[src/rtl/sram_controller_pkg.sv]
// sram_controller_pkg: shared state encoding and defaults for the SRAM data-memory controller
package sram_controller_pkg;
  typedef enum logic [1:0] {IDLE = 2'd0, LOW = 2'd1, HIGH = 2'd2, DONE = 2'd3} state_t;
  localparam int DATA_W = 16;
  localparam int DEF_WAIT = 5;
  localparam int DEF_BASE = 1024;
endpackage

[src/rtl/sram_controller_wait_counter.sv]
// wait_counter: 4-bit phase counter that clears itself at its terminal count WAIT_CYCLES-1
module wait_counter #(
  parameter int WAIT_CYCLES = 5
) (
  input  logic       clk,
  input  logic       rst,
  input  logic       en,
  output logic [3:0] cnt,
  output logic       tc
);
  assign tc = en && cnt == 4'(WAIT_CYCLES - 1);
  always_ff @(posedge clk)
    cnt <= (rst || tc) ? '0 : en ? cnt + 4'd1 : cnt;
endmodule

[src/rtl/sram_controller.sv]
// sram_controller: moves 32-bit MEM-stage accesses as two fixed-wait halfword accesses on a 16-bit async SRAM
module sram_controller
  import sram_controller_pkg::*;
#(
  parameter int WAIT_CYCLES = DEF_WAIT,
  parameter int MEM_BASE    = DEF_BASE,
  parameter int SRAM_AW     = 18
) (
  input  logic               clk,
  input  logic               rst,
  input  logic               wr_en,
  input  logic               rd_en,
  input  logic [31:0]        address,
  input  logic [31:0]        write_data,
  output logic [31:0]        read_data,
  output logic               ready,
  output logic [SRAM_AW-1:0] sram_addr,
  output logic [DATA_W-1:0]  sram_dq_out,
  output logic               sram_dq_oe,
  input  logic [DATA_W-1:0]  sram_dq_in,
  output logic               sram_we_n
);
  localparam logic [3:0] PRE = 4'(WAIT_CYCLES - 2);
  state_t state;
  logic op_wr, tc, busy, unused_bits;
  logic [SRAM_AW-2:0] hw;
  logic [DATA_W-1:0] wr_hi;
  logic [3:0] cnt;
  logic [31:0] off;
  assign off = address - 32'(MEM_BASE);
  assign unused_bits = ^{off[31:SRAM_AW+1], off[1:0]};
  assign busy = state == LOW || state == HIGH;
  assign ready = (state == IDLE && !(wr_en || rd_en)) || state == DONE;
  wait_counter #(.WAIT_CYCLES(WAIT_CYCLES)) u_cnt (
    .clk(clk),
    .rst(rst),
    .en(busy),
    .cnt(cnt),
    .tc(tc)
  );
  // strobes are registered one edge ahead so we_n rises on the last phase cycle for data hold
  always_ff @(posedge clk) begin
    if (rst) begin
      state       <= IDLE;
      read_data   <= '0;
      sram_addr   <= '0;
      sram_dq_out <= '0;
      sram_dq_oe  <= 1'b0;
      sram_we_n   <= 1'b1;
      op_wr       <= 1'b0;
      hw          <= '0;
      wr_hi       <= '0;
    end else begin
      case (state)
        IDLE: if (wr_en || rd_en) begin
          state       <= LOW;
          op_wr       <= wr_en;
          hw          <= off[SRAM_AW:2];
          wr_hi       <= write_data[31:16];
          sram_addr   <= {off[SRAM_AW:2], 1'b0};
          sram_dq_out <= write_data[15:0];
          sram_dq_oe  <= wr_en;
          sram_we_n   <= !wr_en;
        end
        LOW: if (tc) begin
          state       <= HIGH;
          read_data[15:0] <= op_wr ? read_data[15:0] : sram_dq_in;
          sram_addr   <= {hw, 1'b1};
          sram_dq_out <= wr_hi;
          sram_we_n   <= !op_wr;
        end else if (cnt == PRE) sram_we_n <= 1'b1;
        HIGH: if (tc) begin
          state       <= DONE;
          read_data[31:16] <= op_wr ? read_data[31:16] : sram_dq_in;
          sram_dq_oe  <= 1'b0;
          sram_we_n   <= 1'b1;
        end else if (cnt == PRE) sram_we_n <= 1'b1;
        DONE: state <= IDLE;
      endcase
    end
  end
endmodule

[config.mk]
export PLATFORM = sky130hd
export DESIGN_NAME = sram_controller
export DESIGN_NICKNAME = d
export VERILOG_FILES = /design/src/rtl/sram_controller_pkg.sv /design/src/rtl/sram_controller_wait_counter.sv /design/src/rtl/sram_controller.sv
export SDC_FILE = /design/constraint.sdc
export NUM_CORES = 1
export LEC_CHECK = 0
export CAP_MARGIN = 20
export CORE_ASPECT_RATIO = 0.75
export CORE_MARGIN = 2
export CORE_UTILIZATION = 39
export CTS_CLUSTER_DIAMETER = 30
export CTS_CLUSTER_SIZE = 12
export DETAILED_ROUTE_END_ITERATION = 7
export HOLD_SLACK_MARGIN = 0.06
export PLACE_DENSITY_LB_ADDON = 0.3
export SYNTH_ARGS = -nofsm -noshare
export SYNTH_HDL_FRONTEND = slang
export SYNTH_HIERARCHICAL = 1
export SYNTH_SLANG_ARGS = --single-unit
[constraint.sdc]
create_clock -name clk -period 2.99 [get_ports clk]
set_input_delay 0.7475 -clock clk [delete_from_list [all_inputs] [get_ports clk]]
set_output_delay 0.7475 -clock clk [all_outputs]
set_load 0.02 [all_outputs]
# After elaboration in Yosys (flattened, before gate mapping)
# Cells that the tools add are included.
# Widths: inputs -> output; s select.
[classes]
add_sub_neg = 2
n_eq_ne = 8
muxes = 18
bitwise = 1
n_reduce_logical = 20
[op_table]
columns = ["cell", "n"]
rows = [
  ["$mux 18", 2],
  ["$pmux 18 s2", 1],
  ["$mux 16", 2],
  ["$pmux 16 s2", 1],
  ["$sub 19x11->19 const B", 1],
  ["$reduce_and 3->1", 5],
  ["$pmux 2 s4", 1],
  ["$mux 1", 6],
  ["$mux 2", 3],
  ["$ne 2x1->1 const B", 3],
  ["$add 4x1->4 const B", 1],
  ["$eq 2x2->1 const B", 2],
  ["$eq 4x2->1 const B", 1],
  ["$eq 4x3->1 const B", 1],
  ["$logic_or 1x1->1", 4],
  ["$reduce_and 2->1", 2],
  ["$reduce_bool 2->1", 2],
  ["$logic_not 1->1", 3],
  ["$pmux 1 s3", 1],
  ["$reduce_bool 3->1", 1],
  ["$eq 2x1->1 const B", 1],
  ["$logic_and 1x1->1", 2],
  ["$logic_not 2->1", 1],
  ["$pmux 1 s2", 1],
  ["$not 1->1", 1],
]
[totals]
ff_bits = 108
input_bits = 84
out_inout_bits = 69
elab_cells = 60

# Logic depth before layout (Yosys ltp)
[depth]
depth_word = 5
depth_mapped = 10
ltp_nobuf = 8

# Hierarchy
# Netlist, hierarchy kept.
[modules_own_cells]
columns = ["module", "instances", "cells_per_inst", "area_each_um2", "seq_area_each_um2"]
rows = [
  ["sram_controller", 1, 507, 4225.3, 2082.0],
  ["wait_counter", 1, 26, 225.2, 80.1],
]

# Worst setup path after synthesis
# Ideal clock, no wire load.
[synth_path]
path_kind = "register -> register"
startpoint = "reg state[1]"
endpoint = "reg sram_addr[16]"
setup_time_ns = 0.083
arrival_time_ns = 2.039
required_ns = 2.907
path_slack_ns = 0.868
stages_incl_launch_ff = 10
n_path_buf = 1
synth_period_minus_slack_ns = 2.122
path_cell_list = "dfxtp_1 inv_1 ha_1 nand2_1 nor2_1 mux2i_1 or2_1 clkbuf_2 or3_1 o221ai_1"
[synth_between]
elab_chain_len = 5
word_cells_on_any_way = 10
cone_classes = "eq/ne (4); mux (1); reduce/logical (5)"
[synth_lines]
columns = ["element", "line_no", "source"]
rows = [
  ["start, declared", "sram_controller.sv:24", "state_t state;"],
  ["start signal, assigned", "sram_controller.sv:44", "state <= IDLE;"],
  ["start signal, assigned", "sram_controller.sv:56", "state <= LOW;"],
  ["start signal, assigned", "sram_controller.sv:66", "state <= HIGH;"],
  ["$eq 2x1->1 / $eq 2x2->1 (equally long branches)", "sram_controller.sv:32", "assign busy = state == LOW || state == HIGH;"],
  ["$logic_or 1x1->1 (*)", "sram_controller.sv:32", ""],
  ["net busy", "sram_controller.sv:25", "logic op_wr, tc, busy, unused_bits;"],
  ["$logic_and 1x1->1 (*)", "sram_controller_wait_counter.sv:11", "assign tc = en && cnt == 4'(WAIT_CYCLES - 1);"],
  ["net tc", "sram_controller.sv:25", ""],
  ["$ne 2x1->1 (no line) (*)", "n/a", ""],
  ["$reduce_and 3->1 (no line) (*)", "n/a", ""],
  ["end signal, assigned", "sram_controller.sv:60", "sram_addr <= {off[SRAM_AW:2], 1'b0};"],
  ["end signal, assigned", "sram_controller.sv:68", "sram_addr <= {hw, 1'b1};"],
  ["end, declared", "sram_controller.sv:17", "output logic [SRAM_AW-1:0] sram_addr,"],
]
# Mark *: on every way through the listed nets, which the timed path passes. The rest lies on a longest branch.
# A chain may end at the register's enable or synchronous reset.

# Final worst setup path
[layout_path]
startpoint = "in wr_en"
endpoint = "out ready"
[layout_between]
elab_chain_len = 4
[layout_lines]
columns = ["element", "line_no", "source"]
rows = [
  ["start, declared", "sram_controller.sv:11", "input logic wr_en,"],
  ["$logic_or 1x1->1", "sram_controller.sv:33", "assign ready = (state == IDLE && !(wr_en || rd_en)) || state == DONE;"],
  ["$logic_not 1->1", "sram_controller.sv:33", ""],
  ["$logic_and 1x1->1", "sram_controller.sv:33", ""],
  ["$logic_or 1x1->1", "sram_controller.sv:33", ""],
  ["end, declared", "sram_controller.sv:16", "output logic ready,"],
]
# No other way between the ends.

==> summary by stage <==
Power and ir drop
The analysis attributes to cell leakage a power of 2.28 nW. The worst ir drop on vdd is 511 µV. Of the total power, registers draw 0.342. The analysis attributes to net switching a power of 0.00214 W. The power density of the placed cells is 920 nW/µm². The portion of total power attributed to the clock network is 0.231.

Of the total power, the share spent switching nets is 0.369. The logic gate share of total power is 0.428. Internal power comes to 0.00366 W.

Synth
The total standard cell area after synthesis is 4450 µm². The share of synthesized registers carrying an async set or reset is 0. The library cell occupying the most area in the post-synthesis netlist is sky130_fd_sc_hd__dfxtp_1. When the netlist entered floorplanning its net count stood at 625. The number of enable-type register cells in the synthesized netlist is 0. Sorting the synthesized cells by area gives the leading types as sky130_fd_sc_hd__dfxtp_1, sky130_fd_sc_hd__nand2_1, sky130_fd_sc_hd__a21oi_1.

The number of instances in the synthesized netlist is 533. The synthesized netlist contains 42 unique library cells. Yosys printed 6 warnings. The number of register bits inferred by synthesis is 108. The portion of the post-synthesis area used by sequential elements is 0.486. The mean instance size in the synthesized netlist is 8.35 µm². Among all flip-flop cells after synthesis, the most frequent one is sky130_fd_sc_hd__dfxtp_1. The top cell type's share of synthesized area is 0.486.

STA
The final critical path time including I/O delays and setup is 2.90 ns. The final number of max-transition violations was 0. The achievable frequency is 0.344 GHz.

Setup total negative slack on the finished layout was measured at 0 ns. The total count of hold-check failures in the final report is 0. Setup violations remaining at the end of the flow were counted as 0. Of the available clock period, the critical path in the final layout requires 0.971. The post-route clock skew is 0.00750 ns. Setup repair after global routing left no endpoint under its margin. The slew at the pin with the worst max-slew slack is 0.839 ns. In this run the tightest slew margin relative to its limit is 0.441.

Die
The area of the core region is 11,000 µm². 153 I/O pins were placed. The y dimension of the die is 96.5 µm. The floorplan has 33 rows. The die is 127 µm wide. The initial cell density of the core is 0.404. The floorplan step defined a die boundary enclosing 12,300 µm².

Finish
The core occupancy in the finished layout is 0.572. Of the cells placed in the final design, the portion with a size suffix greater than 1 is 0.0575. The area growth from synthesis to layout is 41.6%.

The fill cell instance count of the final layout is 944. The number of antenna diodes in the final layout is 0. The number of nets in the layout is 749.

Route
In this run the remaining antenna-violating nets after routing total 0. The DRC marker count from the first detailed-route iteration is 199. In the routed design, unresolved DRC markers number 0. Wires add up to 11,400 µm. The average wire length per cell after detail routing is 14.2 µm. The number of iterations in the first detailed-routing pass is 4. The total number of vias is 4,090. In the routed layout, each cell is associated on average with a via count of 5.11.

Setup path
The worst setup path is launched from an input port. The kind of critical path is in2out. The arrival time at the worst endpoint is 2.16 ns. The number of cell instances on the worst register-to-register path is 9. For the worst setup path, the data required time is 2.24 ns. The worst register-to-register path has a setup slack of 0.77 ns. The critical path capture point type is an output pin. The highest net fanout along the worst path is 2.

Clock network
Clock tree synthesis found a total of 108 sinks. Hold repair after CTS inserted 0 buffers. Clock tree synthesis inserted a total of 9 buffers. The register clock-pin slew on the reported worst setup and hold paths is 0.07 ns.

The clock tree synthesis step divided the H-tree into 3 levels. The number of setup buffers added after CTS is 0. The clock latency on the worst-skew pair is 0.34 ns.

The CTS tree is done. The total of cells resized after clock tree synthesis is 0. The clock tree root buffer cell is sky130_fd_sc_hd__clkbuf_16. The clock passes through at most 2 buffers.

Global routing
The largest net degree at the start of global routing is 82. The initial antenna violation count is 0. The total grt overflow is 0. The global-route wire length before repair is 17,700 µm. The number of global-route vias before repair is 3,733. In the global route stage, overall resource usage came out at 0.181.

Min path
The type of the tightest min-delay check is reg2reg. The worst hold path was traced through 2 stages.

Job
Across the run, the number of max-cap violations was 0.

Place
The number of buffers added on ports is 137. At the end of routability-driven placement, the weighted congestion stood at 0.795. The HPWL reported at the end of detailed placement is 7860 µm.

Outcome
The run finished with clean final reports.
## sequential cells by signal (all words and copies together) (netlist names), 2 cells and up
signal / count
u_cnt/cnt: 4
state: 2
hw: 17
wr_hi: 16
read_data: 32
sram_addr: 18
sram_dq_out: 16
## cell usage after synthesis, types with 5 or more instances
library cell,n
sky130_fd_sc_hd__a211oi_1,33
sky130_fd_sc_hd__a21oi_1,66
sky130_fd_sc_hd__buf_2,9
sky130_fd_sc_hd__clkbuf_1,24
sky130_fd_sc_hd__dfxtp_1,108
sky130_fd_sc_hd__ha_1,8
sky130_fd_sc_hd__inv_1,9
sky130_fd_sc_hd__mux2i_1,26
sky130_fd_sc_hd__nand2_1,130
sky130_fd_sc_hd__nand2b_1,6
sky130_fd_sc_hd__nand3b_1,9
sky130_fd_sc_hd__nor2_1,50
sky130_fd_sc_hd__nor3_1,9
sky130_fd_sc_hd__o21ai_0,5
sky130_fd_sc_hd__xnor2_1,5
## cells in the final DEF, fill, tap and decap left out, types with 2 or more instances in the layout
cell type and instances:
sky130_fd_sc_hd__ha_1 7, sky130_fd_sc_hd__dfxtp_1 108, sky130_fd_sc_hd__nand3_1 2, sky130_fd_sc_hd__nor2_4 2
sky130_fd_sc_hd__a211oi_1 33, sky130_fd_sc_hd__o21ai_0 5, sky130_fd_sc_hd__a211o_1 2, sky130_fd_sc_hd__a21boi_0 2
sky130_fd_sc_hd__buf_4 12, sky130_fd_sc_hd__a21oi_1 66, sky130_fd_sc_hd__nand3b_1 9, sky130_fd_sc_hd__nand2_1 130
sky130_fd_sc_hd__clkbuf_16 9, sky130_fd_sc_hd__clkdlybuf4s50_1 136, sky130_fd_sc_hd__or3_1 2, sky130_fd_sc_hd__nand2b_1 6
sky130_fd_sc_hd__xnor2_1 5, sky130_fd_sc_hd__clkinvlp_4 2, sky130_fd_sc_hd__o221ai_1 2, sky130_fd_sc_hd__o21bai_1 2
sky130_fd_sc_hd__nor2_1 48, sky130_fd_sc_hd__bufinv_16 3, sky130_fd_sc_hd__inv_1 9, sky130_fd_sc_hd__o41ai_1 2
sky130_fd_sc_hd__mux2i_1 26, sky130_fd_sc_hd__and2_1 2, sky130_fd_sc_hd__nor3_1 9, sky130_fd_sc_hd__nor3b_1 2
## final cells by class
type / instances / area (µm²) / share of cell area
flip-flops and latches: 108 / 2160 / 0.343
inverters: 9 / 33.8 / 0.00536
clock inverters: 6 / 114 / 0.0181
multi-input cells: 380 / 2120 / 0.337
clock buffers: 9 / 225 / 0.0357
repair buffers: 149 / 1470 / 0.233
well taps: 140 / 175 / 0.0278
## power by group through the flow
stage / clock (W) / combinational [W] / sequential (W)
detailed placement: 0 / 0.00249 / 0.00201
global placement: 0 / 0.00243 / 0.00199
CTS: 0.00137 / 0.00250 / 0.00198
floorplan: 0 / 0.00139 / 0.00219
global route: 0.00142 / 0.00273 / 0.00202
finish: 0.00134 / 0.00248 / 0.00198
## through the flow
stage	hold WS (ns)	instance area, µm²	instances	total power, W	worst slack (ns)
finish	0.455	6300	801	0.00580	0.0870
global route	0.474	6300	801	0.00618	0.0141
detailed placement	0.449	5960	786	0.00450	0.0918
CTS	0.458	6300	801	0.00585	0.0907
floorplan	0.436	4450	533	0.00358	0.868
global placement	0.441	5960	786	0.00442	0.100
## cell families after synthesis
group	after synthesis	share of synthesized area
xor gates and xnor gates	5	0.00984
AOI/OAI and AO/OA	121	0.167
DFF	108	0.486
adders and majority gates	8	0.0225
buffers and inverters	45	0.0424
muxes	26	0.0585
and+or+nand+nor	220	0.214
## final timing paths
path	start	end
max	wr_en	ready
min reg2reg	read_data[13]	read_data[13]
min	read_data[13]	read_data[13]
max reg2reg	state[1]	read_data[24]
## metal layers
layer / GRT usage / part of all wire / up-vias
met5: 0 / 0 / -
met1: 0.242 / 0.46 / 1875
li1: - / - / 2055
met2: 0.290 / 0.45 / 149
met3: 0.0534 / 0.079 / 11
met4: 0.0467 / 0.0095 / 0
## critical path, cell delays in order
cell,delay [ns]
sky130_fd_sc_hd__clkdlybuf4s50_1,0.47
sky130_fd_sc_hd__nor3b_4,0.22
sky130_fd_sc_hd__or2_2,0.13
sky130_fd_sc_hd__clkdlybuf4s50_1,0.59
No activity file was read; power rests on OpenSTA's default activity.
